## src/rtl/elevator_pkg.sv

```systemverilog
// Shared definitions for the elevator controller: FSM state encodings and
// travel-direction constants.
package elevator_pkg;

  typedef logic [1:0] state_t;

  localparam state_t IDLE      = 2'd0;
  localparam state_t DOOR_OPEN = 2'd1;
  localparam state_t MOVING    = 2'd2;

  localparam logic UP   = 1'b1;
  localparam logic DOWN = 1'b0;

endpackage

```

## src/rtl/elevator_timer.sv

```systemverilog
// Loadable down-counter; done is high whenever the count sits at zero.
// Used for both the per-floor travel time and the door dwell.
module elevator_timer #(
  parameter int WIDTH = 4
) (
  input  logic             clk,
  input  logic             rst_n,
  input  logic             load,
  input  logic [WIDTH-1:0] load_val,
  input  logic             en,
  output logic             done
);

  logic [WIDTH-1:0] count;

  always_ff @(posedge clk or negedge rst_n) begin
    if (!rst_n) begin
      count <= '0;
    end else if (load) begin
      count <= load_val;
    end else if (en && count != '0) begin
      count <= count - 1'b1;
    end
  end

  assign done = (count == '0);

endmodule

```

## src/rtl/elevator_ctrl.sv

```systemverilog
// Single-car elevator controller: latches floor requests, sweeps in one
// direction while requests remain ahead, and dwells with the door open.
module elevator_ctrl
  import elevator_pkg::*;
#(
  parameter int NUM_FLOORS    = 8,
  parameter int DOOR_CYCLES   = 4,
  parameter int TRAVEL_CYCLES = 8,
  localparam int FLOOR_W      = (NUM_FLOORS > 1) ? $clog2(NUM_FLOORS) : 1
) (
  input  logic                  clk,
  input  logic                  rst_n,
  input  logic [NUM_FLOORS-1:0] sw,
  input  logic                  close,
  output logic [FLOOR_W-1:0]    floor,
  output logic                  dir,
  output logic                  door,
  output logic                  moving,
  output logic [NUM_FLOORS-1:0] pending
);

  localparam int TRAVEL_W = (TRAVEL_CYCLES > 1) ? $clog2(TRAVEL_CYCLES) : 1;
  localparam int DOOR_W   = (DOOR_CYCLES > 1) ? $clog2(DOOR_CYCLES) : 1;
  localparam logic [FLOOR_W-1:0]    TOP_FLOOR = FLOOR_W'(NUM_FLOORS - 1);
  localparam logic [NUM_FLOORS-1:0] BIT0      = NUM_FLOORS'(1);

  state_t                  state, state_d;
  logic [FLOOR_W-1:0]      floor_d, next_floor;
  logic                    dir_d, can_step;
  logic [NUM_FLOORS-1:0]   pending_d, here_mask, next_mask, req;
  logic                    travel_load, travel_en, travel_done;
  logic                    dwell_load, dwell_en, dwell_done;

  // Keep heading the same way while anything lies ahead; turn only when
  // everything outstanding is behind. The end floors always point inward.
  function automatic logic pick_dir(input logic [FLOOR_W-1:0] f,
                                    input logic d,
                                    input logic [NUM_FLOORS-1:0] r);
    logic any_up, any_dn, nd;
    any_up = 1'b0;
    any_dn = 1'b0;
    for (int i = 0; i < NUM_FLOORS; i++) begin
      if (r[i] && i > int'(f)) any_up = 1'b1;
      if (r[i] && i < int'(f)) any_dn = 1'b1;
    end
    nd = d;
    if (d == UP) begin
      if (!any_up && any_dn) nd = DOWN;
    end else begin
      if (!any_dn && any_up) nd = UP;
    end
    if (f == TOP_FLOOR) nd = DOWN;
    else if (f == '0)   nd = UP;
    return nd;
  endfunction

  assign can_step   = (dir == UP) ? (floor != TOP_FLOOR) : (floor != '0);
  assign next_floor = !can_step   ? floor :
                      (dir == UP) ? floor + FLOOR_W'(1) : floor - FLOOR_W'(1);
  assign here_mask  = BIT0 << floor;
  assign next_mask  = BIT0 << next_floor;

  // A call at the floor the car is parked at opens the door instead of latching.
  assign req = pending | ((state == MOVING) ? sw : (sw & ~here_mask));

  always_comb begin
    state_d     = state;
    floor_d     = floor;
    dir_d       = dir;
    pending_d   = req;
    travel_load = 1'b0;
    travel_en   = 1'b0;
    dwell_load  = 1'b0;
    dwell_en    = 1'b0;
    case (state)
      IDLE: begin
        if (sw[floor]) begin
          state_d    = DOOR_OPEN;
          dwell_load = 1'b1;
        end else if (req != '0) begin
          state_d     = MOVING;
          dir_d       = pick_dir(floor, dir, req);
          travel_load = 1'b1;
        end
      end
      DOOR_OPEN: begin
        if (sw[floor]) begin
          dwell_load = 1'b1;
        end else if (close || dwell_done) begin
          if (req != '0) begin
            state_d     = MOVING;
            dir_d       = pick_dir(floor, dir, req);
            travel_load = 1'b1;
          end else begin
            state_d = IDLE;
          end
        end else begin
          dwell_en = 1'b1;
        end
      end
      MOVING: begin
        if (travel_done) begin
          floor_d   = next_floor;
          pending_d = req & ~next_mask;
          dir_d     = pick_dir(next_floor, dir, pending_d);
          if (req[next_floor]) begin
            state_d    = DOOR_OPEN;
            dwell_load = 1'b1;
          end else begin
            travel_load = 1'b1;
          end
        end else begin
          travel_en = 1'b1;
        end
      end
      default: state_d = IDLE;
    endcase
  end

  always_ff @(posedge clk or negedge rst_n) begin
    if (!rst_n) begin
      state   <= IDLE;
      floor   <= '0;
      dir     <= UP;
      pending <= '0;
    end else begin
      state   <= state_d;
      floor   <= floor_d;
      dir     <= dir_d;
      pending <= pending_d;
    end
  end

  // Loaded with N-1 so that each phase lasts exactly N cycles including the load edge.
  elevator_timer #(.WIDTH(TRAVEL_W)) u_travel (
    .clk      (clk),
    .rst_n    (rst_n),
    .load     (travel_load),
    .load_val (TRAVEL_W'(TRAVEL_CYCLES - 1)),
    .en       (travel_en),
    .done     (travel_done)
  );

  elevator_timer #(.WIDTH(DOOR_W)) u_dwell (
    .clk      (clk),
    .rst_n    (rst_n),
    .load     (dwell_load),
    .load_val (DOOR_W'(DOOR_CYCLES - 1)),
    .en       (dwell_en),
    .done     (dwell_done)
  );

  assign door   = (state == DOOR_OPEN);
  assign moving = (state == MOVING);

endmodule

```

## config.mk

```make
export PLATFORM = sky130hd
export DESIGN_NAME = elevator_ctrl
export DESIGN_NICKNAME = d
export VERILOG_FILES = /design/src/rtl/elevator_pkg.sv /design/src/rtl/elevator_timer.sv /design/src/rtl/elevator_ctrl.sv
export SDC_FILE = /design/constraint.sdc
export NUM_CORES = 1
export LEC_CHECK = 0
export CAP_MARGIN = 10
export CORE_ASPECT_RATIO = 1.5
export CORE_MARGIN = 2
export CORE_UTILIZATION = 54
export DETAILED_ROUTE_END_ITERATION = 12
export PLACE_DENSITY = 0.88
export SYNTH_ARGS = -nofsm -noshare
export SYNTH_HDL_FRONTEND = slang
export SYNTH_SLANG_ARGS = --single-unit
export TNS_END_PERCENT = 100
```

## constraint.sdc

```tcl
create_clock -name clk -period 2.94 [get_ports clk]
set_input_delay 0.294 -clock clk [delete_from_list [all_inputs] [get_ports clk]]
set_output_delay 0.294 -clock clk [all_outputs]
set_load 0.005 [all_outputs]
```

* Word-level counts from Yosys, hierarchy flattened
Index checks and enable logic that the tools add are counted.
** Storage, ports and cells
- Register bits after elaboration :: 19
- Input port bits :: 11
- Output and inout port bits :: 14
** Operators by class
- Order comparisons :: 30
- Multiplexer cells :: 104
- Bitwise gates (word level) :: 5
- Add/subtract/negate cells :: 4
- Reductions and logical operators :: 59
- Shifts and indexed selects :: 2
- Eq/ne operators :: 13
** Operator list (count)
- 1-bit 2-to-1 mux :: 82
- 1-bit logical AND :: 36
- 3-bit greater-than comparator, first input constant :: 8
- 8-bit 2-to-1 mux :: 3
- 3-bit less-than comparator, first input constant :: 6
- 2-bit 2-to-1 mux :: 9
- 8-bit bitwise AND :: 2
- 8-bit inverter :: 2
- 1-bit by 3-bit left shift with 8-bit output, first input constant :: 2
- 2-bit by 3-bit greater-than comparator with 1-bit output, first input constant :: 4
- 1-bit by 3-bit less-than comparator with 1-bit output, first input constant :: 4
- 2-bit by 3-bit less-than comparator with 1-bit output, first input constant :: 4
- 3-bit 2-to-1 mux :: 4
- 3-bit logical NOT :: 3
- 3-bit nonzero test :: 3
- 3-bit by 4-bit less-than comparator with 1-bit output, second input constant :: 2
- 2-bit by 1-bit inequality test with 1-bit output, second input constant :: 4
- 8-bit bitwise OR :: 1
- 8-bit nonzero test :: 1
- 7-bit AND reduction :: 1
- 1-bit binary-select mux with 3-bit select :: 2
- 3-bit == test, second input constant :: 2
- 1-bit by 3-bit greater-than comparator with 1-bit output, first input constant :: 2
- 1-bit logical NOT :: 6
- other kinds (16) :: 24

* Longest topological paths before layout
Gate-level depths: netlist of run 1.
- Depth in word-level cells :: 27
- Gate-level depth with buffers :: 12
- Depth with buffers taken out :: 10

* Modules after synthesis
A second synthesis of run 1 with hierarchy kept.
** Second synthesis, totals
- Cell total of the unflattened synthesis :: 203
- Area, all modules :: 1811.7 µm²
** Modules (own cells, without submodules)
- elevator_ctrl :: cells an instance 171, times used 1, seq. area each 351.6 µm², area each 1471.4 µm²
- elevator_timer at u_travel :: cells an instance 19, times used 1, seq. area each 75.1 µm², area each 207.7 µm²
- elevator_timer at u_dwell :: cells an instance 13, times used 1, seq. area each 50.0 µm², area each 132.6 µm²

* Worst setup path before layout of run 1
OpenSTA, ideal clock, no wires.
- Path type :: reg-to-reg
- Start point :: reg floor[0]
- End point :: reg state[1]
- Arrival :: 2.549 ns
- Library setup time :: 0.124 ns
- Stages on the path, launching flop included :: 10
- Path slack :: 0.266 ns
- Required time :: 2.816 ns
- Path through :: dfrtp_1 clkbuf_1 inv_1 ha_1 nor2b_1 a21boi_1 or4b_4 o41ai_4 nand2_1 or2_1
** On the way
- Longest elaborated chain between the ends :: 10
- Elaborated cells between the ends (all ways) :: 26
** RTL lines
- start, declared :: line elevator_ctrl.sv:15 : output logic [FLOOR_W-1:0] floor,
- start signal, assigned :: line elevator_ctrl.sv:128 : floor <= floor_d;
- parallel branches: the longest is 10 deep, another holds 3-bit by 1-bit subtractor with 3-bit output
- end signal, assigned :: line elevator_ctrl.sv:127 : state <= state_d;
- end, declared :: line elevator_ctrl.sv:27 : state_t state, state_d;
Several ways; the timed one is not identified. The select of a mux whose other input is x is not followed.
A chain may end at the register's enable or synchronous reset.

* Worst setup path after layout of run 1
- Start point :: reg floor[0]
- End point :: reg dir
** On the way
- Longest elaborated chain between the ends :: 27
- Elaborated cells between the ends (all ways) :: 161
** RTL lines
- parallel branches: the longest is 27 deep, another holds 3-bit by 1-bit subtractor with 3-bit output
- end signal, assigned :: line elevator_ctrl.sv:129 : dir <= dir_d;
- end, declared :: line elevator_ctrl.sv:16 : output logic dir,
Several ways; the timed one is not identified. The select of a mux whose other input is x is not followed.

==> results of run 1 <==
==> layout make-up <==
type	instances	share of cell area
clock inverters	1	0.00240
repair buffers	35	0.155
inverters	13	0.0258
well taps	40	0.0240
clock buffers	3	0.0198
multi-input cells	170	0.544
flip-flops and latches	19	0.229
==> flip-flops by register name, indices dropped and copies added (netlist names) <==
register        cells
pending             8
floor               3
u_travel.count      3
state               2
u_dwell.count       2
dir                 1
==> routing by layer <==
metal / wire [µm] / part of all wire / vias to the layer above
met4: 257 / 0.052 / 0
met3: 309 / 0.062 / 29
met2: 2550 / 0.51 / 100
met5: 0 / 0 / -
met1: 1840 / 0.37 / 850
li1: - / - / 843
==> logic make-up (layout without fill, tap and decap cells) <==
logic type	count (synthesis)	in the layout	synth area share
xor gates and xnor gates	2	2	0.0103
buffers and inverters	24	52	0.0651
AOI/OAI and AO/OA	72	72	0.302
DFF	19	19	0.279
muxes	2	2	0.0124
adders and majority gates	10	10	0.0732
and+or+nand+nor	84	84	0.258
==> how the worst min path moves through the flow <==
stage | to | depth (start not counted) | from
final | u_dwell.count[1] | 2 | u_dwell.count[1]
after global routing | u_travel.count[2] | 1 | u_travel.count[2]
after CTS | u_dwell.count[1] | 2 | u_dwell.count[1]
after detailed placement | u_dwell.count[1] | 2 | u_dwell.count[1]
after global placement | u_travel.count[2] | 1 | u_travel.count[2]
after floorplan | floor[0] | 0 | rst_n
==> metrics by stage <==
step                cell area (µm²)  std cells  utilization  worst slack (ns)  total power, W
detailed placement             2020        277        0.654             0.158         0.00123
floorplan                      1710        213            -             0.266        0.000988
global route                   2080        281        0.673           -0.0241         0.00155
global placement               2020        277        0.654             0.260         0.00121
finish                         2080        281        0.673             0.182         0.00144
CTS                            2070        281        0.669             0.117         0.00141
==> worst max-delay path, delay by kind of cell, from the launching register on <==
family | cells | cell delay, ns
AOI/OAI and AO/OA | 5 | 1.18
adders and majority gates | 1 | 0.28
and+or+nand+nor | 3 | 0.64
buffers and inverters | 1 | 0.10
DFF | 1 | 0.46
==> timing repair <==
| action | in CTS | in global routing |
|---|---|---|
| buffers inserted | 0 | 0 |
| endpoints found under the setup margin | 0 | 6 |
| endpoints found under the hold margin | 0 | 0 |
| hold buffers | 0 | 0 |
| gates resized for setup | 0 | 5 |
==> report_power, final <==
group	total, W	leakage (nW)	internal, W	switching, W
combinational	0.000879	0.599	0.000341	0.000538
clock	0.000179	0.0255	0.0000942	0.0000852
sequential	0.000385	0.195	0.000322	0.0000627
==> layout by cell type, fill, tap and decap left out, types with 3 or more instances in the layout <==
| cell | count |
|---|---|
| sky130_fd_sc_hd__clkbuf_8 | 3 |
| sky130_fd_sc_hd__nand2_1 | 19 |
| sky130_fd_sc_hd__nor2b_1 | 4 |
| sky130_fd_sc_hd__o21ai_0 | 12 |
| sky130_fd_sc_hd__dfrtp_1 | 18 |
| sky130_fd_sc_hd__inv_1 | 12 |
| sky130_fd_sc_hd__and2_1 | 4 |
| sky130_fd_sc_hd__nor3_1 | 8 |
| sky130_fd_sc_hd__nor2_1 | 18 |
| sky130_fd_sc_hd__buf_4 | 11 |
| sky130_fd_sc_hd__o21ai_1 | 3 |
| sky130_fd_sc_hd__a31oi_1 | 6 |
| sky130_fd_sc_hd__ha_1 | 9 |
| sky130_fd_sc_hd__a21oi_1 | 13 |
| sky130_fd_sc_hd__nand2b_1 | 6 |
| sky130_fd_sc_hd__clkdlybuf4s50_1 | 24 |
| sky130_fd_sc_hd__o211ai_1 | 5 |
| sky130_fd_sc_hd__a21o_1 | 3 |
| sky130_fd_sc_hd__a211oi_1 | 7 |
| sky130_fd_sc_hd__nand3_1 | 9 |
==> run_summary.xml, run 1 <==
<?xml version="1.0" encoding="UTF-8"?>
<metrics>
  <group name="critical_path">
    <metric name="max_incr_delay_on_cp" unit="ns">0.46</metric>
    <metric name="regToRegSetupSlack" unit="ns">0.18</metric>
    <metric name="timing.critical_path.required" unit="ns">3.11</metric>
    <metric name="worst-r2r-cell-count" unit="">10</metric>
    <metric name="endpoint_kind" unit="">flip-flop</metric>
    <metric name="crit_chain" unit="">inv_1 &gt; ha_1 &gt; nor2b_1 &gt; o21ai_0 &gt; a21o_1 &gt; a311oi_1 &gt; nor4_2 &gt; a211oi_1 &gt; o21ai_1 &gt; nand3_1</metric>
    <metric name="worstReg2RegStart" unit="">floor[0]</metric>
    <metric name="worst-path-max-fanout" unit="">11</metric>
    <metric name="critical_path.startpoint" unit="">floor[0]</metric>
    <metric name="rr_endpoint" unit="">dir</metric>
    <metric name="timing.setup.critical_path_class" unit="">flip-flop to flip-flop</metric>
    <metric name="crit_start_category" unit="">flip-flop</metric>
    <metric name="critical_path.endpoint" unit="">dir</metric>
    <metric name="timing.critical_path.arrival" unit="ns">2.93</metric>
    <metric name="slowest_stage" unit="">sky130_fd_sc_hd__dfrtp_1</metric>
  </group>
  <group name="yosys">
    <metric name="syn-mean-instance-area" unit="µm²">8.02</metric>
    <metric name="synthArstFlopShare" unit="">1.00</metric>
    <metric name="yosys.area.top_type_share" unit="">0.264</metric>
    <metric name="ys_dominant_reg_cell" unit="">sky130_fd_sc_hd__dfrtp_1</metric>
    <metric name="netlist-cell-type-count" unit="">55</metric>
    <metric name="synth_top_cells_by_count" unit="">sky130_fd_sc_hd__nand2_1, sky130_fd_sc_hd__dfrtp_1, sky130_fd_sc_hd__nor2_1</metric>
    <metric name="synth_largest_area_cell" unit="">sky130_fd_sc_hd__dfrtp_1</metric>
    <metric name="synth_edf_count" unit="">0</metric>
    <metric name="mappedNetlistNets" unit="">234</metric>
    <metric name="syn-instance-count" unit="">213</metric>
    <metric name="yosys-top-cells-area" unit="">sky130_fd_sc_hd__dfrtp_1, sky130_fd_sc_hd__ha_1, sky130_fd_sc_hd__nand2_1</metric>
    <metric name="yosysWarningCount" unit="">0</metric>
    <metric name="part_of_the_yosys_area_used_for_sequential_elements" unit="">0.279</metric>
    <metric name="synth.most_common_cell" unit="">sky130_fd_sc_hd__nand2_1</metric>
    <metric name="mappedNetlistArea" unit="µm²">1710</metric>
    <metric name="synth_seq_cells" unit="">19</metric>
  </group>
  <group name="route">
    <metric name="drc_errors" unit="">0</metric>
    <metric name="routed_wirelength" unit="mm">4.96</metric>
    <metric name="drt-initial-drc-count" unit="">106</metric>
    <metric name="drtPass1Iterations" unit="">4</metric>
    <metric name="ant_nets" unit="">0</metric>
    <metric name="wl_per_cell" unit="µm">17.6</metric>
    <metric name="avgViaCountPerCell" unit="">6.48</metric>
    <metric name="route.vias.total" unit="">1822</metric>
  </group>
  <group name="floorplan">
    <metric name="dieArea" unit="µm²">3640</metric>
    <metric name="initial_utilization" unit="">0.552</metric>
    <metric name="core_region_area" unit="µm²">3100</metric>
    <metric name="die_w" unit="µm">49.9</metric>
    <metric name="pin_count" unit="">25</metric>
    <metric name="number_of_placement_rows" unit="">25</metric>
    <metric name="chipHeight" unit="µm">72.9</metric>
  </group>
  <group name="worst_hold_path">
    <metric name="min_path_type" unit="">flip-flop to flip-flop</metric>
  </group>
  <group name="clock_tree">
    <metric name="tritoncts" unit="">built</metric>
    <metric name="cts_made_buffers" unit="">3</metric>
    <metric name="clk_root_buffer_cell" unit="">sky130_fd_sc_hd__clkbuf_8</metric>
    <metric name="cts_max_path_buffers" unit="">2</metric>
    <metric name="worst_skew_pair.late_latency" unit="ns">0.26</metric>
    <metric name="clock_sinks" unit="">19</metric>
    <metric name="cts_max_level" unit="">1</metric>
    <metric name="clk_pin_slew_worst_paths" unit="ns">0.07</metric>
  </group>
  <group name="placed_design">
    <metric name="dpl.hpwl" unit="mm">3.79</metric>
    <metric name="number_of_buffers_inserted_by_port_buffering" unit="">24</metric>
    <metric name="gp_routability_congestion" unit="">0.934</metric>
  </group>
  <group name="cells_and_area">
    <metric name="multi_input_area" unit="µm²">1130</metric>
    <metric name="final_net_count" unit="">263</metric>
    <metric name="ff_latch_area" unit="µm²">477</metric>
    <metric name="synthToLayoutAreaGrowth" unit="%">21.9</metric>
    <metric name="fill_cells" unit="">250</metric>
    <metric name="post_route_cells_drive_above_1_share" unit="">0.112</metric>
    <metric name="antenna-diode-count" unit="">0</metric>
  </group>
  <group name="global_route">
    <metric name="global_route.usage.met1" unit="">0.331</metric>
    <metric name="groute.layer.met3.usage" unit="">0.0205</metric>
    <metric name="grt-busiest-layer" unit="">met2</metric>
    <metric name="grt_antenna_before_repair" unit="">0</metric>
    <metric name="wire_length_of_the_first_global_routing_pass" unit="mm">8.00</metric>
    <metric name="first_global_vias" unit="">1715</metric>
    <metric name="gr-total-overflow" unit="">0</metric>
    <metric name="global_route.usage.met2" unit="">0.507</metric>
    <metric name="grt_start_max_net_pins" unit="">20</metric>
    <metric name="track_usage" unit="">0.290</metric>
  </group>
  <group name="sta">
    <metric name="fin_crit" unit="ns">2.76</metric>
    <metric name="finalCritPeriodShare" unit="">0.938</metric>
    <metric name="hold_viol" unit="">0</metric>
    <metric name="timing.max_slew.rel_slack" unit="">0.422</metric>
    <metric name="totalNegativeSetupSlack" unit="ns">0</metric>
    <metric name="fmax" unit="MHz">363</metric>
    <metric name="rsz0062_at_grt" unit="">yes</metric>
    <metric name="hold-worst-slack" unit="ns">0.517</metric>
    <metric name="tightestPinTransition" unit="ns">0.865</metric>
    <metric name="finClkSkew" unit="ns">0.00268</metric>
    <metric name="finalSetupViolCount" unit="">0</metric>
    <metric name="finalMaxSlewViolations" unit="">0</metric>
  </group>
  <group name="outcome">
    <metric name="status" unit="">finished, final reports clean</metric>
  </group>
  <group name="power_and_ir_drop">
    <metric name="max-vdd-ir-drop" unit="mV">0.530</metric>
    <metric name="pwr_density_cell" unit="nW/µm²">693</metric>
    <metric name="power.leakage" unit="nW">0.820</metric>
  </group>
  <group name="job">
    <metric name="drv_cap" unit="">0</metric>
  </group>
</metrics>
No activity file was read; power rests on OpenSTA's default activity.
==> run 2, diff against run 1 <==
--- a/config.mk
+++ b/config.mk
@@ -7,10 +7,10 @@
 export LEC_CHECK = 0
 export CAP_MARGIN = 10
 export CORE_ASPECT_RATIO = 1.5
-export CORE_MARGIN = 2
-export CORE_UTILIZATION = 54
+export CORE_MARGIN = 3
+export CORE_UTILIZATION = 59
 export DETAILED_ROUTE_END_ITERATION = 12
-export PLACE_DENSITY = 0.88
+export PLACE_DENSITY = 0.95
 export SYNTH_ARGS = -nofsm -noshare
 export SYNTH_HDL_FRONTEND = slang
 export SYNTH_SLANG_ARGS = --single-unit
==> constraint.sdc (replaced) <==
create_clock -name clk -period 3.4 [get_ports clk]
set_input_delay 0.34 -clock clk [delete_from_list [all_inputs] [get_ports clk]]
set_output_delay 0.34 -clock clk [all_outputs]
set_load 0.005 [all_outputs]
==> run_summary.xml, run 2 (synthesis results as in run 1) <==
<?xml version="1.0" encoding="UTF-8"?>
<metrics>
  <group name="clock_tree">
    <metric name="ctsResizeCount" unit="">0</metric>
    <metric name="holdBufCountCts" unit="">0</metric>
    <metric name="tritoncts" unit="">built</metric>
    <metric name="cts_made_buffers" unit="">3</metric>
    <metric name="cts_setup_buffers" unit="">0</metric>
    <metric name="clk_root_buffer_cell" unit="">sky130_fd_sc_hd__clkbuf_8</metric>
    <metric name="cts_max_path_buffers" unit="">2</metric>
    <metric name="cts_max_level" unit="">1</metric>
    <metric name="clk_pin_slew_worst_paths" unit="ns">0.07</metric>
    <metric name="clock_sinks" unit="">19</metric>
    <metric name="worst_skew_pair.late_latency" unit="ns">0.26</metric>
  </group>
  <group name="floorplan">
    <metric name="die_w" unit="µm">49.9</metric>
    <metric name="initial_utilization" unit="">0.625</metric>
    <metric name="core_region_area" unit="µm²">2730</metric>
    <metric name="chipHeight" unit="µm">71.9</metric>
    <metric name="number_of_placement_rows" unit="">23</metric>
    <metric name="pin_count" unit="">25</metric>
    <metric name="dieArea" unit="µm²">3590</metric>
  </group>
  <group name="sta">
    <metric name="rsz0062_at_grt" unit="">no</metric>
    <metric name="fin_crit" unit="ns">3.06</metric>
    <metric name="finalSetupViolCount" unit="">0</metric>
    <metric name="totalNegativeSetupSlack" unit="ns">0</metric>
    <metric name="hold_viol" unit="">0</metric>
    <metric name="timing.max_slew.rel_slack" unit="">0.432</metric>
    <metric name="finalMaxSlewViolations" unit="">0</metric>
    <metric name="finalCritPeriodShare" unit="">0.901</metric>
    <metric name="tightestPinTransition" unit="ns">0.850</metric>
    <metric name="finClkSkew" unit="ns">0.00147</metric>
    <metric name="fmax" unit="MHz">327</metric>
  </group>
  <group name="worst_hold_path">
    <metric name="min_path_type" unit="">flip-flop to flip-flop</metric>
  </group>
  <group name="route">
    <metric name="drtPass1Iterations" unit="">4</metric>
    <metric name="wl_per_cell" unit="µm">18.2</metric>
    <metric name="avgViaCountPerCell" unit="">6.80</metric>
    <metric name="routed_wirelength" unit="mm">4.91</metric>
    <metric name="route.vias.total" unit="">1835</metric>
    <metric name="drc_errors" unit="">0</metric>
    <metric name="ant_nets" unit="">0</metric>
    <metric name="drt-initial-drc-count" unit="">121</metric>
  </group>
  <group name="critical_path">
    <metric name="crit_start_category" unit="">flip-flop</metric>
    <metric name="regToRegSetupSlack" unit="ns">0.34</metric>
    <metric name="timing.critical_path.arrival" unit="ns">3.19</metric>
    <metric name="worstReg2RegStart" unit="">floor[1]</metric>
    <metric name="timing.critical_path.required" unit="ns">3.53</metric>
    <metric name="critical_path.startpoint" unit="">floor[1]</metric>
    <metric name="critical_path.endpoint" unit="">u_dwell.count[1]</metric>
    <metric name="worst-r2r-cell-count" unit="">10</metric>
    <metric name="worst-path-max-fanout" unit="">9</metric>
    <metric name="timing.setup.critical_path_class" unit="">flip-flop to flip-flop</metric>
    <metric name="endpoint_kind" unit="">flip-flop</metric>
    <metric name="rr_endpoint" unit="">u_dwell.count[1]</metric>
  </group>
  <group name="power_and_ir_drop">
    <metric name="max-vdd-ir-drop" unit="mV">0.481</metric>
    <metric name="pwr_density_cell" unit="nW/µm²">617</metric>
    <metric name="power.leakage" unit="nW">0.778</metric>
  </group>
  <group name="cells_and_area">
    <metric name="reg_top3" unit="">pending (8), floor (3), u_travel.count (3)</metric>
    <metric name="fill_cells" unit="">214</metric>
    <metric name="post_layout_nonfiller_instances" unit="">270</metric>
    <metric name="layout_common_cells" unit="">sky130_fd_sc_hd__clkdlybuf4s50_1, sky130_fd_sc_hd__nand2_1, sky130_fd_sc_hd__nor2_1, sky130_fd_sc_hd__dfrtp_1, sky130_fd_sc_hd__a21oi_1</metric>
    <metric name="final_net_count" unit="">255</metric>
    <metric name="synthToLayoutAreaGrowth" unit="%">17.6</metric>
    <metric name="post_route_cells_drive_above_1_share" unit="">0.0730</metric>
    <metric name="antenna-diode-count" unit="">0</metric>
    <metric name="registers.top_by_ff_count" unit="">pending</metric>
    <metric name="largest_reg_flops" unit="">8</metric>
    <metric name="final_common_cell" unit="">sky130_fd_sc_hd__clkdlybuf4s50_1</metric>
  </group>
  <group name="global_route">
    <metric name="grt_antenna_before_repair" unit="">0</metric>
    <metric name="first_global_vias" unit="">1765</metric>
    <metric name="wire_length_of_the_first_global_routing_pass" unit="mm">8.07</metric>
    <metric name="grt_start_max_net_pins" unit="">20</metric>
    <metric name="track_usage" unit="">0.288</metric>
    <metric name="gr-total-overflow" unit="">0</metric>
  </group>
  <group name="placed_design">
    <metric name="number_of_buffers_inserted_by_port_buffering" unit="">24</metric>
    <metric name="placed_cells" unit="">266</metric>
    <metric name="dpl.hpwl" unit="mm">3.64</metric>
    <metric name="gp_routability_congestion" unit="">0.981</metric>
  </group>
  <group name="outcome">
    <metric name="status" unit="">finished, final reports clean</metric>
  </group>
  <group name="job">
    <metric name="drv_cap" unit="">0</metric>
  </group>
</metrics>
==> run 2: worst max-delay path: stages (launching register included) <==
cell	delay, ns
sky130_fd_sc_hd__dfrtp_1	0.51
sky130_fd_sc_hd__ha_1	0.26
sky130_fd_sc_hd__ha_1	0.38
sky130_fd_sc_hd__nand2b_1	0.10
sky130_fd_sc_hd__a32o_1	0.30
sky130_fd_sc_hd__a2111oi_1	0.46
sky130_fd_sc_hd__a211oi_1	0.10
sky130_fd_sc_hd__o21ai_0	0.30
sky130_fd_sc_hd__nand3_1	0.12
sky130_fd_sc_hd__a21oi_1	0.28
sky130_fd_sc_hd__o211ai_1	0.13
==> run 2: area by class of cell <==
type                       count  area, µm²  area share
tap                           37       46.3      0.0230
inverter                      13       53.8      0.0268
clock buffer                   3       41.3      0.0205
clock inverter                 1       5.00     0.00249
sequential                    19        478       0.238
timing repair buffer          27        263       0.131
multi-input combinational    170       1120       0.559
==> run 2: report_power, final <==
group          internal (W)  total (W)  switching, W
logic              0.000285   0.000752      0.000467
registers          0.000279   0.000331     0.0000526
clock network     0.0000816   0.000157     0.0000755
total              0.000645    0.00124      0.000595
==> run 2: worst min-delay path by stage <==
| stage | start | endpoint | cells past startpoint |
|---|---|---|---|
| 4_1_cts | u_travel.count[2] | u_travel.count[2] | 1 |
| 5_1_grt | u_travel.count[2] | u_travel.count[2] | 1 |
| 3_5_place_dp | u_travel.count[2] | u_travel.count[2] | 1 |
| 3_3_place_gp | u_dwell.count[1] | u_dwell.count[1] | 2 |
| 2_1_floorplan | rst_n | floor[0] | 0 |
| 6_report | u_dwell.count[1] | u_dwell.count[1] | 2 |
==> run 2: per-stage QoR <==
step	hold slack, ns	power, W	setup WS (ns)	instance area (µm²)	utilization
4_1_cts	0.528	0.00122	0.336	2010	0.734
6_report	0.524	0.00124	0.338	2010	0.735
3_3_place_gp	0.491	0.00105	0.375	1960	0.717
5_1_grt	0.551	0.00131	0.0819	2010	0.735
3_5_place_dp	0.512	0.00105	0.420	1960	0.717
2_1_floorplan	0.0444	0.000854	0.726	1710	-
==> run 2: metal layers <==
metal | up-vias | part of all wire | global-route usage
li1 | 837 | - | -
met1 | 871 | 0.39 | 0.319
met2 | 95 | 0.49 | 0.487
met3 | 32 | 0.062 | 0.0513
met4 | 0 | 0.057 | 0.215
met5 | - | 0 | 0
